### config.mk
export PLATFORM = sky130hd
export DESIGN_NAME = cmp_flag_stats
export DESIGN_NICKNAME = d
export VERILOG_FILES = /design/src/rtl/cmp_flag_stats_pkg.sv /design/src/rtl/cmp_flag_stats_sat_counter.sv /design/src/rtl/cmp_flag_stats.sv
export SDC_FILE = /design/constraint.sdc
export NUM_CORES = 1
export LEC_CHECK = 0
export BUFFER_PORTS_ARGS = -buffer_cell sky130_fd_sc_hd__buf_4
export CORE_MARGIN = 1.5
export CORE_UTILIZATION = 28
export DETAILED_ROUTE_END_ITERATION = 8
export SLEW_MARGIN = 20
export SYNTH_ARGS = -nofsm -noshare
export SYNTH_HDL_FRONTEND = slang
export SYNTH_SLANG_ARGS = --single-unit
### constraint.sdc
create_clock -name clk -period 2 [get_ports clk]
set_input_delay 0.1 -clock clk [delete_from_list [all_inputs] [get_ports clk]]
set_output_delay 0.1 -clock clk [all_outputs]
set_load 0.1 [all_outputs]
### src/rtl/cmp_flag_stats_pkg.sv
// Shared types for the comparator flag statistics block: FSM states and the
// 2-bit class encoding reported on last_class.
package cmp_flag_stats_pkg;

  typedef enum logic [1:0] {
    IDLE  = 2'd0,
    COUNT = 2'd1,
    DONE  = 2'd2
  } state_e;

  localparam logic [1:0] CLS_NONE = 2'b00;
  localparam logic [1:0] CLS_LT   = 2'b01;
  localparam logic [1:0] CLS_EQ   = 2'b10;
  localparam logic [1:0] CLS_GT   = 2'b11;

  // Flags are ordered {lt, eq, gt}; only meaningful for one-hot inputs.
  function automatic logic [1:0] flags_to_cls(input logic [2:0] f);
    logic [1:0] c;
    c = CLS_NONE;
    case (f)
      3'b100:  c = CLS_LT;
      3'b010:  c = CLS_EQ;
      3'b001:  c = CLS_GT;
      default: c = CLS_NONE;
    endcase
    return c;
  endfunction

endpackage

### src/rtl/cmp_flag_stats_sat_counter.sv
// Saturating up-counter with synchronous clear; holds at all-ones.
module sat_counter #(
  parameter int W = 8
) (
  input  logic         clk,
  input  logic         rst_n,
  input  logic         clr,
  input  logic         inc,
  output logic [W-1:0] q
);

  always_ff @(posedge clk or negedge rst_n) begin
    if (!rst_n)                      q <= '0;
    else if (clr)                    q <= '0;
    else if (inc && (q != {W{1'b1}})) q <= q + 1'b1;
  end

endmodule

### src/rtl/cmp_flag_stats.sv
// Windowed statistics over comparator flags with start/busy/done handshake.
// Optional transition counter enabled by defining CMP_STATS_TRANSITION_EN.
module cmp_flag_stats
  import cmp_flag_stats_pkg::*;
#(
  parameter int CNT_W   = 8,
  parameter int WIN_LEN = 16
) (
  input  logic             clk,
  input  logic             rst_n,
  input  logic             start,
  input  logic             in_valid,
  input  logic             a_less_b,
  input  logic             a_equal_b,
  input  logic             a_greater_b,
  output logic             busy,
  output logic             done,
  output logic [CNT_W-1:0] lt_count,
  output logic [CNT_W-1:0] eq_count,
  output logic [CNT_W-1:0] gt_count,
  output logic             err_flag,
  output logic [1:0]       last_class
`ifdef CMP_STATS_TRANSITION_EN
  ,
  output logic [CNT_W-1:0] chg_count
`endif
);

  localparam int SCNT_W = $clog2(WIN_LEN + 1);
  localparam logic [SCNT_W-1:0] LAST_IDX = SCNT_W'(WIN_LEN - 1);

  state_e            state, state_nxt;
  logic [SCNT_W-1:0] scnt;
  logic [2:0]        flags;
  logic              take_start, accept, legal, last_hit;
  logic [1:0]        cls;
  logic [2:0]        cnt_inc;
  logic [2:0][CNT_W-1:0] cnt_q;

  assign flags      = {a_less_b, a_equal_b, a_greater_b};
  assign take_start = (state == IDLE) && start;
  assign accept     = (state == COUNT) && in_valid;
  assign legal      = $onehot(flags);
  assign cls        = flags_to_cls(flags);
  // Window ends on the sample that brings the accepted count to WIN_LEN.
  assign last_hit   = accept && (scnt == LAST_IDX);

  always_ff @(posedge clk or negedge rst_n) begin
    if (!rst_n) state <= IDLE;
    else        state <= state_nxt;
  end

  always_comb begin
    state_nxt = state;
    busy      = 1'b0;
    done      = 1'b0;
    case (state)
      IDLE:    if (start) state_nxt = COUNT;
      COUNT: begin
        busy = 1'b1;
        if (last_hit) state_nxt = DONE;
      end
      DONE: begin
        done      = 1'b1;
        state_nxt = IDLE;
      end
      default: state_nxt = IDLE;
    endcase
  end

  always_ff @(posedge clk or negedge rst_n) begin
    if (!rst_n) begin
      scnt       <= '0;
      err_flag   <= 1'b0;
      last_class <= CLS_NONE;
    end else if (take_start) begin
      scnt       <= '0;
      err_flag   <= 1'b0;
      last_class <= CLS_NONE;
    end else if (accept) begin
      scnt <= scnt + 1'b1;
      if (legal) last_class <= cls;
      else       err_flag   <= 1'b1;
    end
  end

  // Counter index 2/1/0 = lt/eq/gt, matching the flag vector order.
  for (genvar i = 0; i < 3; i++) begin : g_cnt
    assign cnt_inc[i] = accept && legal && flags[i];
    sat_counter #(.W(CNT_W)) u_cnt (
      .clk   (clk),
      .rst_n (rst_n),
      .clr   (take_start),
      .inc   (cnt_inc[i]),
      .q     (cnt_q[i])
    );
  end

  assign lt_count = cnt_q[2];
  assign eq_count = cnt_q[1];
  assign gt_count = cnt_q[0];

`ifdef CMP_STATS_TRANSITION_EN
  logic chg_inc;
  // last_class is CLS_NONE until the first legal sample, so that one never counts.
  assign chg_inc = accept && legal && (last_class != CLS_NONE) && (cls != last_class);

  sat_counter #(.W(CNT_W)) u_chg (
    .clk   (clk),
    .rst_n (rst_n),
    .clr   (take_start),
    .inc   (chg_inc),
    .q     (chg_count)
  );
`endif

endmodule

==> results of run 1 <==
[power groups by stage]
stage          Clock (mW)  Combinational [mW]  Sequential, mW
4_1_cts             0.553                1.78            1.10
3_5_place_dp            0                1.77            1.11
5_1_grt             0.581                1.86            1.13
2_1_floorplan           0               0.483            2.00
6_report            0.540                1.76            1.10
3_3_place_gp            0                1.76            1.11
[cells in the mapped netlist, types with 2 or more instances]
cell | number | area, µm²
o221ai_1 | 5 | 43.8
mux2_1 | 3 | 33.8
a221o_1 | 2 | 20.0
ha_1 | 5 | 62.6
nand4_1 | 11 | 68.8
nand3_1 | 17 | 85.1
and3_4 | 2 | 22.5
a21o_1 | 3 | 22.5
a21oi_1 | 3 | 15.0
inv_1 | 13 | 48.8
or4_1 | 2 | 15.0
a211o_1 | 2 | 17.5
clkbuf_1 | 2 | 7.51
nor2_1 | 10 | 37.5
o211ai_1 | 3 | 22.5
nand2_1 | 22 | 82.6
mux2i_1 | 3 | 30.0
and2b_2 | 2 | 17.5
buf_4 | 2 | 15.0
buf_6 | 2 | 22.5
o21ai_0 | 4 | 20.0
o21ai_1 | 9 | 45.0
and2_1 | 4 | 25.0
xnor2_1 | 2 | 17.5
nor3_1 | 6 | 30.0
xor2_1 | 4 | 35.0
dfrtp_1 | 34 | 851
nand3_2 | 2 | 20.0
and3_1 | 6 | 37.5
or3_1 | 2 | 12.5
and4_1 | 2 | 17.5
[routing by layer]
metal	GRT usage (%)	part of all wire [%]
met2	19.9	48
met3	3.62	3.8
met5	0	0
met4	3.96	1.3
met1	16.3	47
[stage by stage]
step / util [%] / cells
6_report: 35.9 / 327
3_5_place_dp: 34.4 / 318
4_1_cts: 35.9 / 327
3_3_place_gp: 34.4 / 318
5_1_grt: 35.9 / 327
2_1_floorplan: - / 202
[cell families after synthesis]
logic type	count (synthesis)	synth area share (%)
flip-flops	34	43.8
AND/OR/NAND/NOR	95	27.0
adder cells (fa/ha/maj)	6	4.25
XOR/XNOR	6	2.70
multiplexers	6	3.28
AO/OA/AOI/OAI	35	13.1
buffers and inverters	20	5.86
[worst min-delay path by stage]
stage               startpoint                               to  cells after the start
floorplan                rst_n             err_flag$_DFFE_PN0P_                      0
global placement         rst_n  g_cnt[0].u_cnt.q[5]$_DFFE_PN0P_                      1
detailed placement       rst_n  g_cnt[0].u_cnt.q[4]$_DFFE_PN0P_                      1
CTS                   in_valid             state[0]$_DFFE_PN0P_                      4
global route          in_valid             state[0]$_DFFE_PN0P_                      4
finish                in_valid             state[0]$_DFFE_PN0P_                      4
[cell type report]
class | count | share of cell area (%)
Clock inverter | 1 | 0.206
Inverter | 13 | 2.01
Tap cell | 80 | 4.13
Sequential cell | 34 | 36.0
Multi-Input combinational cell | 148 | 40.3
Clock buffer | 7 | 3.56
Timing Repair Buffer | 44 | 13.7
[what timing repair did]
action / in CTS / in global routing
hold endpoints to repair: 34 / 0
hold buffers: 1 / 0
resized for setup: 0 / 0
[sequential cells by signal, summed over array words and instances (netlist names)]
| signal | flops |
|---|---|
| g_cnt.u_cnt.q | 24 |
| scnt | 5 |
| last_class | 2 |
| state | 2 |
| err_flag | 1 |
[worst reg2reg max path: cells and delay by family, from the launching register on]
kind                     cells  cell delay (ns)
AND/OR/NAND/NOR              1             0.19
flip-flops                   1             0.44
adder cells (fa/ha/maj)      1             0.17
multiplexers                 1             0.37
AO/OA/AOI/OAI                2             0.58
==> parameters.txt, run 1 <==
Parameter                              Value

Outcome
  Result of the run    finished clean

Yosys
  Netlist area before placement    1940 µm²
  Synthesized instance count    around 200
  Fraction of synthesis flops using an asynchronous set or reset pin    100%
  Number of enable flip-flop cells after synthesis    0
  Count of synthesis-stage warnings from yosys    0
  Portion of the post-synthesis area used by sequential elements    43.8%
  Net count after synthesis    215
  Predominant post-synthesis flop cell    dfrtp_1
  Number of flip-flops and latches in the synthesized netlist    34
  Number of distinct library cell variants in the gate-level netlist after synthesis    44
  Synth Area per Inst    around 9.6 µm²

Routing
  Number of remaining DRC errors    0
  Routed Wire Length    between 4 and 5 mm
  Per-cell via count in the routed design    a little over 5
  Vias after detailed routing    between 1500 and 2000
  Number of design-rule violations left by the first detailed-router iteration    84
  DRT antenna net count    0
  Number of optimization iterations in the first detailed-route pass    4
  Wire length per cell    13.6 µm

Global routing
  Antenna violations before repair    0
  Global-route wire length before repair    between 7 and 8 mm
  Via count of the first global-routing pass    about 1500
  Aggregate global routing overflow    0
  Global routing usage summed across all routing layers    around an eighth
  Maximum number of pins on one net before global-route repair    35

STA
  Normalized max-slew margin    70.0%
  Count of endpoints failing setup in the final report    0
  Final Hold Viols    0
  Setup total negative slack    0 ns
  Setup repair after global routing missed its margin    no
  Worst slack on hold paths    about 0.080 ns
  Number of max-slew violations in the final report    0
  Fmax achieved    between 0.5 and 0.6 GHz
  Period Utilization, post-route    just over 90%
  Final Skew    0.00419 ns
  Final setup slack of the worst path    roughly 0.15 ns
  Pin slew with the least headroom to its limit    approximately 0.45 ns
  Post-route minimum period    1.85 ns

Setup path
  Launch instance of the worst register-to-register path    g_cnt[2].u_cnt.q[0]$_DFFE_PN0P_
  Critical path capture point type    register
  Launching instance or port of the critical path    g_cnt[2].u_cnt.q[0]$_DFFE_PN0P_
  Number of buffers and inverters on the critical path    0
  Largest fanout of any net on the critical path    10
  Worst Setup Start Kind    register
  Critical path data arrival time    approximately 2.0 ns
  CP top delay family    compound AO/OA/AOI/OAI gates
  Critical Path RT    about 2.2 ns
  Sequence of cells on the critical path    ha_1, nand3_1, o2111ai_4, mux2_1, a21o_1
  Crit Reg-Reg Endpoint    g_cnt[2].u_cnt.q[7]$_DFFE_PN0P_
  CP Class    reg2reg
  Stages on the worst setup path    5
  Reg-to-reg slack, setup    0.15 ns
  Depth of the worst register-to-register path    5
  Master of the slowest instance on the critical path    dfrtp_4
  Max stage delay on crit path    0.44 ns
  End of the critical path    g_cnt[2].u_cnt.q[7]$_DFFE_PN0P_

Clock tree
  H-Tree Depth    2
  Number of buffers created by CTS    5
  CTS tree    done
  Insertion delay of the later-clocked pin in the worst-skew pair    between 0.2 and 0.3 ns
  Clock sinks    34
  Clock edge transition at the registers on the reported setup and hold paths    approximately 0.070 ns
  Buffer type at the clock tree root    clkbuf_8
  Maximum buffer depth of the clock tree    2
  Number of setup buffers added after CTS    0

Finish
  Fillers    approximately 700
  Area of combinational cells with multiple inputs    between 900 and 1000 µm²
  Cell area after layout    approximately 2400 µm²
  Final #Nets    around 260
  Number of antenna diodes    0
  Commonest non-fill, non-tap cells in the layout    buf_4, nand2_1, dfrtp_1
  Commonest non-fill, non-tap cell in the layout    buf_4
  Flip-flop and latch area    875 µm²
  Layout overhead on the synthesized area    24.9%
  Fraction of layout instances using a drive strength above 1    about 31%

Place
  Number of input and output port buffers inserted    35
  Detailed-placement wirelength estimate    around 3.2 mm
  Area post-placement    2320 µm²
  Post-placement setup slack    0.0699 ns
  Routability congestion estimate    between 0.8 and 0.9

Floorplan
  Height of the die    between 80 and 90 µm
  Num rows    30
  Std-Cell Core Area    6760 µm²
  Starting Density    ~29%
  Top-level I/O count    36
  Die ar.    7450 µm²
  DIE WIDTH    86.3 µm

Power and ir drop
  Switching share of power    between 50% and 60%
  Share of total power in combinational logic    51.8%
  Fraction of power consumed by the clock network    15.9%
  Switching power of the nets    between 1.5 and 2 mW
  Pwr per Cell Area    1400 nW/µm²
  Leakage power figure    about 1.1 nW
  Post-layout total power    roughly 3.4 mW
  Pint    1.58 mW
  Reg power frac    roughly 32%
  IR drop worst, VDD    about 0.00042 V

Flow run
  Max-cap violation count    0

Hold path
  Type of the worst min-delay path    in2reg
Note: power is estimated with default switching activity, not from simulation.
==> inputs of run 2 (changes only) <==
--- a/config.mk
+++ b/config.mk
@@ -9,6 +9,7 @@
 export CORE_MARGIN = 1.5
 export CORE_UTILIZATION = 28
 export DETAILED_ROUTE_END_ITERATION = 8
+export REMOVE_ABC_BUFFERS = 1
 export SLEW_MARGIN = 20
 export SYNTH_ARGS = -nofsm -noshare
 export SYNTH_HDL_FRONTEND = slang
==> run 2 against run 1 <==
  * Sequential share of layout area down 0.50 points
  * Clock power down 7.0%
  * Core utilization down 0.48 points
  * Worst hold slack better by 0.0081 ns
  * First-iteration DRC count down 4.8%
  * Clock skew up 0.00060 ns
  * Die area unchanged
  * Routed wire length down 0.29%
  * Total power down 1.2%
  * Critical endpoint unchanged
  * Largest power group unchanged
==> parameters.txt, run 2 (same netlist as run 1, synthesis figures left out) <==
Parameter                              Value

Outcome
  Result of the run    finished clean

Routing
  Vias after detailed routing    between 1500 and 2000
  Routed Wire Length    4.44 mm
  Per-cell via count in the routed design    5.13
  DRT antenna net count    0
  Wire length per cell    about 14 µm
  Number of remaining DRC errors    0
  Number of design-rule violations left by the first detailed-router iteration    80
  Number of optimization iterations in the first detailed-route pass    4

Clock tree
  CTS tree    done
  Insertion delay of the later-clocked pin in the worst-skew pair    between 0.2 and 0.3 ns
  Buffer type at the clock tree root    clkbuf_8
  Clock edge transition at the registers on the reported setup and hold paths    roughly 0.070 ns
  H-Tree Depth    2
  Maximum buffer depth of the clock tree    2
  Clock sinks    34
  Number of setup buffers added after CTS    0
  Number of buffers created by CTS    5

Hold path
  Type of the worst min-delay path    in2reg

Floorplan
  DIE WIDTH    around 86 µm
  Std-Cell Core Area    roughly 6800 µm²
  Top-level I/O count    36
  Die ar.    about 7400 µm²
  Height of the die    approximately 86 µm
  Starting Density    28.8%
  Num rows    30

Global routing
  Maximum number of pins on one net before global-route repair    35
  Met1 Usage GRT    about 17%
  Fraction of met2 tracks used by global routing    a little under 20%
  Via count of the first global-routing pass    around 1500
  Met3 usage in global routing    between 3 and 4%
  GR peak layer    met2
  Antenna violations before repair    0
  Global-route wire length before repair    about 7.4 mm
  Global routing usage summed across all routing layers    12.9%
  Aggregate global routing overflow    0

Finish
  Final #Nets    roughly 260
  Flip-flop and latch area    851 µm²
  Number of antenna diodes    0
  Commonest non-fill, non-tap cells in the layout    buf_4, dfrtp_1, nand2_1
  Cell area after layout    2390 µm²
  Registers with the most flip-flops    g_cnt.u_cnt.q x24, scnt x5
  Reg with most FFs    g_cnt.u_cnt.q
  Fillers    about 680
  Fraction of layout instances using a drive strength above 1    around 24%
  Commonest non-fill, non-tap cell in the layout    buf_4
  Max reg flops    24
  Finished Core Util    about 35%
  Post-layout instance count excluding filler cells    roughly 330
  Layout overhead on the synthesized area    23.2%
  Area of combinational cells with multiple inputs    a little under 1000 µm²

Setup path
  Critical path capture point type    register
  Largest fanout of any net on the critical path    10
  CP top delay family    compound AO/OA/AOI/OAI gates
  Critical Path RT    about 2.2 ns
  Sequence of cells on the critical path    ha_1, nand3_1, o2111ai_4, mux2_1, a21o_1
  CP Class    reg2reg
  Critical path data arrival time    a little under 2 ns
  Worst Setup Start Kind    register
  Number of buffers and inverters on the critical path    0
  Master of the slowest instance on the critical path    dfrtp_1
  Max stage delay on crit path    slightly above 0.4 ns

STA
  Final Hold Viols    0
  Period Utilization, post-route    90.8%
  Final setup slack of the worst path    between 0.15 and 0.2 ns
  Count of endpoints failing setup in the final report    0
  Setup repair after global routing missed its margin    no
  Number of max-slew violations in the final report    0
  Normalized max-slew margin    69.9%
  Post-route minimum period    1.82 ns
  Setup total negative slack    0 ns
  Fmax achieved    ~0.55 GHz
  Final Skew    roughly 0.0048 ns
  Pin slew with the least headroom to its limit    approximately 0.45 ns
  Worst slack on hold paths    ~0.088 ns

Place
  Routability congestion estimate    approximately 0.78
  Post-Place Cells    between 300 and 400
  Post-placement setup slack    0.00346 ns
  Area post-placement    about 2300 µm²
  Number of input and output port buffers inserted    35
  Detailed-placement wirelength estimate    around 3.2 mm

Power and ir drop
  Leakage power figure    between 1 and 1.5 nW
  Pwr per Cell Area    1400 nW/µm²
  IR drop worst, VDD    0.000420 V
  Post-layout total power    around 3.4 mW

Flow run
  Max-cap violation count    0
run 2: cell count changes in the layout (fill, tap and decap cells not counted), sizes merged:
cell    previous run  this run
clkbuf             7         6
clkinv             1         0
run 2: repair_timing:
item	4_1_cts	5_1_grt
hold buffers	1	0
setup endpoints to repair	0	0
endpoints found under the hold margin	34	0
gates resized for setup	0	0
run 2: cell type report:
cell class,instances,area share [%]
multi-input cells,148,40.9
flip-flops and latches,34,35.5
repair buffers,44,13.9
well taps,80,4.18
clock buffers,6,3.45
inverters,13,2.04
run 2: path summary, 6_finish.rpt:
kind,start,depth (start not counted),to,slack (ns)
max in group asynchronous,rst_n,2,g_cnt[1].u_cnt.q[2]$_DFFE_PN0P_,1.37
min in group asynchronous,rst_n,2,g_cnt[0].u_cnt.q[5]$_DFFE_PN0P_,0.31
hold / removal,in_valid,4,state[0]$_DFFE_PN0P_,0.09
hold reg to reg,err_flag$_DFFE_PN0P_,2,err_flag$_DFFE_PN0P_,0.51
setup / recovery,g_cnt[2].u_cnt.q[1]$_DFFE_PN0P_,5,g_cnt[2].u_cnt.q[7]$_DFFE_PN0P_,0.18
setup reg to reg,g_cnt[2].u_cnt.q[1]$_DFFE_PN0P_,5,g_cnt[2].u_cnt.q[7]$_DFFE_PN0P_,0.18
run 2: metal layers:
layer,vias to the layer above,part of all wire (%)
met5,-,0
met4,0,1.5
met3,8,4.3
met2,36,46
met1,802,48
li1,820,-
run 2: power by group:
part,switching (mW),internal (mW),total [mW]
Sequential,0.200,0.872,1.07
Combinational,1.37,0.417,1.78
Clock,0.236,0.265,0.502
run 2: worst reg2reg max path: cells and delay by family (launching register included):
family | cells | cell delay [ns]
AOI/OAI and AO/OA | 2 | 0.56
adders and majority gates | 1 | 0.18
DFF | 1 | 0.41
muxes | 1 | 0.37
and+or+nand+nor | 1 | 0.19
==> inputs of run 3 (changes only) <==
--- a/config.mk
+++ b/config.mk
@@ -8,6 +8,7 @@
 export BUFFER_PORTS_ARGS = -buffer_cell sky130_fd_sc_hd__buf_4
 export CORE_MARGIN = 1.5
 export CORE_UTILIZATION = 28
+export CTS_BUF_LIST = sky130_fd_sc_hd__clkbuf_16
 export DETAILED_ROUTE_END_ITERATION = 8
 export REMOVE_ABC_BUFFERS = 1
 export SLEW_MARGIN = 20
==> run 3 against run 2 <==
  * Final cell count did not move
  * Sequential power barely moved
  * Routed wire length rose by 0.56%
  * Cell area rose by 1.9%
  * Fmax rose by 0.32%
==> parameters.txt, run 3 (same netlist as run 1, synthesis figures left out) <==
Parameter                              Value

Routing
  Number of design-rule violations left by the first detailed-router iteration    72
  Per-cell via count in the routed design    just over 5
  DRT antenna net count    0
  Routed Wire Length    about 4.5 mm
  Wire length per cell    13.7 µm
  Vias after detailed routing    1678
  Number of remaining DRC errors    0
  Number of optimization iterations in the first detailed-route pass    5

Hold path
  Hold Path Depth    4
  Type of the worst min-delay path    in2reg

Outcome
  Result of the run    finished clean

Clock tree
  Number of setup buffers added after CTS    0
  Buffer type at the clock tree root    clkbuf_16
  Post-CTS Resized    0
  Clock edge transition at the registers on the reported setup and hold paths    approximately 0.050 ns
  Clock sinks    34
  Count of hold-fix buffers inserted at cts    1
  H-Tree Depth    2
  Insertion delay of the later-clocked pin in the worst-skew pair    roughly 0.27 ns
  CTS tree    done
  Number of buffers created by CTS    5
  Maximum buffer depth of the clock tree    2

Power and ir drop
  Leakage power figure    between 1 and 1.5 nW
  Post-layout total power    approximately 3.6 mW
  Reg power frac    about 30%
  Switching share of power    51.4%
  Fraction of power consumed by the clock network    just under 20%
  IR drop worst, VDD    0.000430 V
  Pwr per Cell Area    between 1000 and 1500 nW/µm²
  Switching power of the nets    1.83 mW
  Share of total power in combinational logic    about half
  Pint    ~1.7 mW

Setup path
  End of the critical path    g_cnt[2].u_cnt.q[7]$_DFFE_PN0P_
  Number of buffers and inverters on the critical path    0
  CP top delay family    compound AO/OA/AOI/OAI gates
  Critical path capture point type    register
  Stages on the worst setup path    5
  CP Class    reg2reg
  Master of the slowest instance on the critical path    dfrtp_1
  Worst Setup Start Kind    register
  Depth of the worst register-to-register path    5
  Largest fanout of any net on the critical path    10
  Critical path data arrival time    a little under 2 ns
  Launching instance or port of the critical path    g_cnt[2].u_cnt.q[1]$_DFFE_PN0P_
  Crit Reg-Reg Endpoint    g_cnt[2].u_cnt.q[7]$_DFFE_PN0P_
  Reg-to-reg slack, setup    roughly 0.19 ns
  Sequence of cells on the critical path    ha_1, nand3_1, o2111ai_4, mux2_1, a21o_1
  Launch instance of the worst register-to-register path    g_cnt[2].u_cnt.q[1]$_DFFE_PN0P_
  Critical Path RT    approximately 2.2 ns
  Max stage delay on crit path    about 0.4 ns

STA
  Normalized max-slew margin    between 70 and 80%
  Number of max-slew violations in the final report    0
  Setup repair after global routing missed its margin    no
  Fmax achieved    ~0.55 GHz
  Post-route minimum period    roughly 1.8 ns
  Pin slew with the least headroom to its limit    approximately 0.45 ns
  Final setup slack of the worst path    ~0.19 ns
  Final Hold Viols    0
  Count of endpoints failing setup in the final report    0
  Period Utilization, post-route    about nine tenths
  Final Skew    roughly 0.0047 ns

Finish
  Layout overhead on the synthesized area    25.6%
  Area of combinational cells with multiple inputs    approximately 980 µm²
  Max reg flops    24
  Final #Nets    259
  Finished Core Util    between 30 and 40%
  Fraction of layout instances using a drive strength above 1    24.1%
  Commonest non-fill, non-tap cells in the layout    buf_4, dfrtp_1, nand2_1
  Cell area after layout    between 2000 and 2500 µm²
  Commonest non-fill, non-tap cell in the layout    buf_4
  Post-layout instance count excluding filler cells    325
  Fillers    slightly below 700
  Registers with the most flip-flops    g_cnt.u_cnt.q x24, scnt x5
  Number of antenna diodes    0
  Reg with most FFs    g_cnt.u_cnt.q
  Flip-flop and latch area    851 µm²

Place
  Number of input and output port buffers inserted    35
  Post-placement setup slack    ~0.0035 ns
  Detailed-placement wirelength estimate    about 3.2 mm
  Routability congestion estimate    slightly below 0.8
  Post-Place Cells    318
  Area post-placement    2300 µm²

Global routing
  Maximum number of pins on one net before global-route repair    35
  Via count of the first global-routing pass    approximately 1600
  Global routing usage summed across all routing layers    13.1%
  Aggregate global routing overflow    0
  Global-route wire length before repair    7.48 mm
  Antenna violations before repair    0

Flow run
  Max-cap violation count    0

Floorplan
  Height of the die    around 86 µm
  Starting Density    roughly 29%
  Top-level I/O count    36
  DIE WIDTH    approximately 86 µm
  Num rows    30
  Die ar.    7450 µm²
  Std-Cell Core Area    between 6000 and 7000 µm²
run 3: cell count changes in the layout (fill, tap and decap cells not counted):
cell,previous run,this run
clkbuf_16,0,5
clkbuf_8,6,0
clkinv_1,0,1
run 3: routing by layer:
layer	GRT usage [%]	up-vias	wire, µm
li1	-	824	-
met1	17.2	815	2170
met2	19.8	35	2060
met3	4.48	4	197
met4	5.57	0	37
met5	0	-	0
run 3: layout make-up:
class,count,area share [%]
inverters,13,2.00
well taps,80,4.10
multi-input cells,148,40.1
flip-flops and latches,34,34.9
clock buffers,5,5.13
clock inverters,1,0.154
repair buffers,44,13.6
run 3: worst min-delay path by stage:
stage          slack [ns]     start                         endpoint
2_1_floorplan       -0.20     rst_n             err_flag$_DFFE_PN0P_
3_3_place_gp         0.08     rst_n  g_cnt[0].u_cnt.q[6]$_DFFE_PN0P_
3_5_place_dp         0.08     rst_n  g_cnt[0].u_cnt.q[6]$_DFFE_PN0P_
4_1_cts              0.09  in_valid             state[0]$_DFFE_PN0P_
5_1_grt              0.12  in_valid             state[0]$_DFFE_PN0P_
6_report             0.10  in_valid             state[0]$_DFFE_PN0P_
run 3: power groups by stage:
stage | sequential [mW] | clock (mW) | combinational (mW)
after floorplan | 1.98 | 0 | 0.453
after global placement | 1.08 | 0 | 1.77
after detailed placement | 1.09 | 0 | 1.79
after CTS | 1.08 | 0.730 | 1.79
after global routing | 1.11 | 0.758 | 1.89
final | 1.07 | 0.706 | 1.78
run 3: tightest hold or removal path, stage by stage:
cell	delay (ns)
buf_4	0.09
nand2_1	0.04
nand2_1	0.06
nand2_1	0.04
run 3: per-stage QoR:
| stage | setup TNS [ns] | hold WS (ns) |
|---|---|---|
| final | 0 | 0.101 |
| after global routing | 0 | 0.119 |
| after CTS | 0 | 0.0873 |
| after detailed placement | 0 | 0.0844 |
| after global placement | 0 | 0.0840 |
| after floorplan | -3.82 | -0.196 |
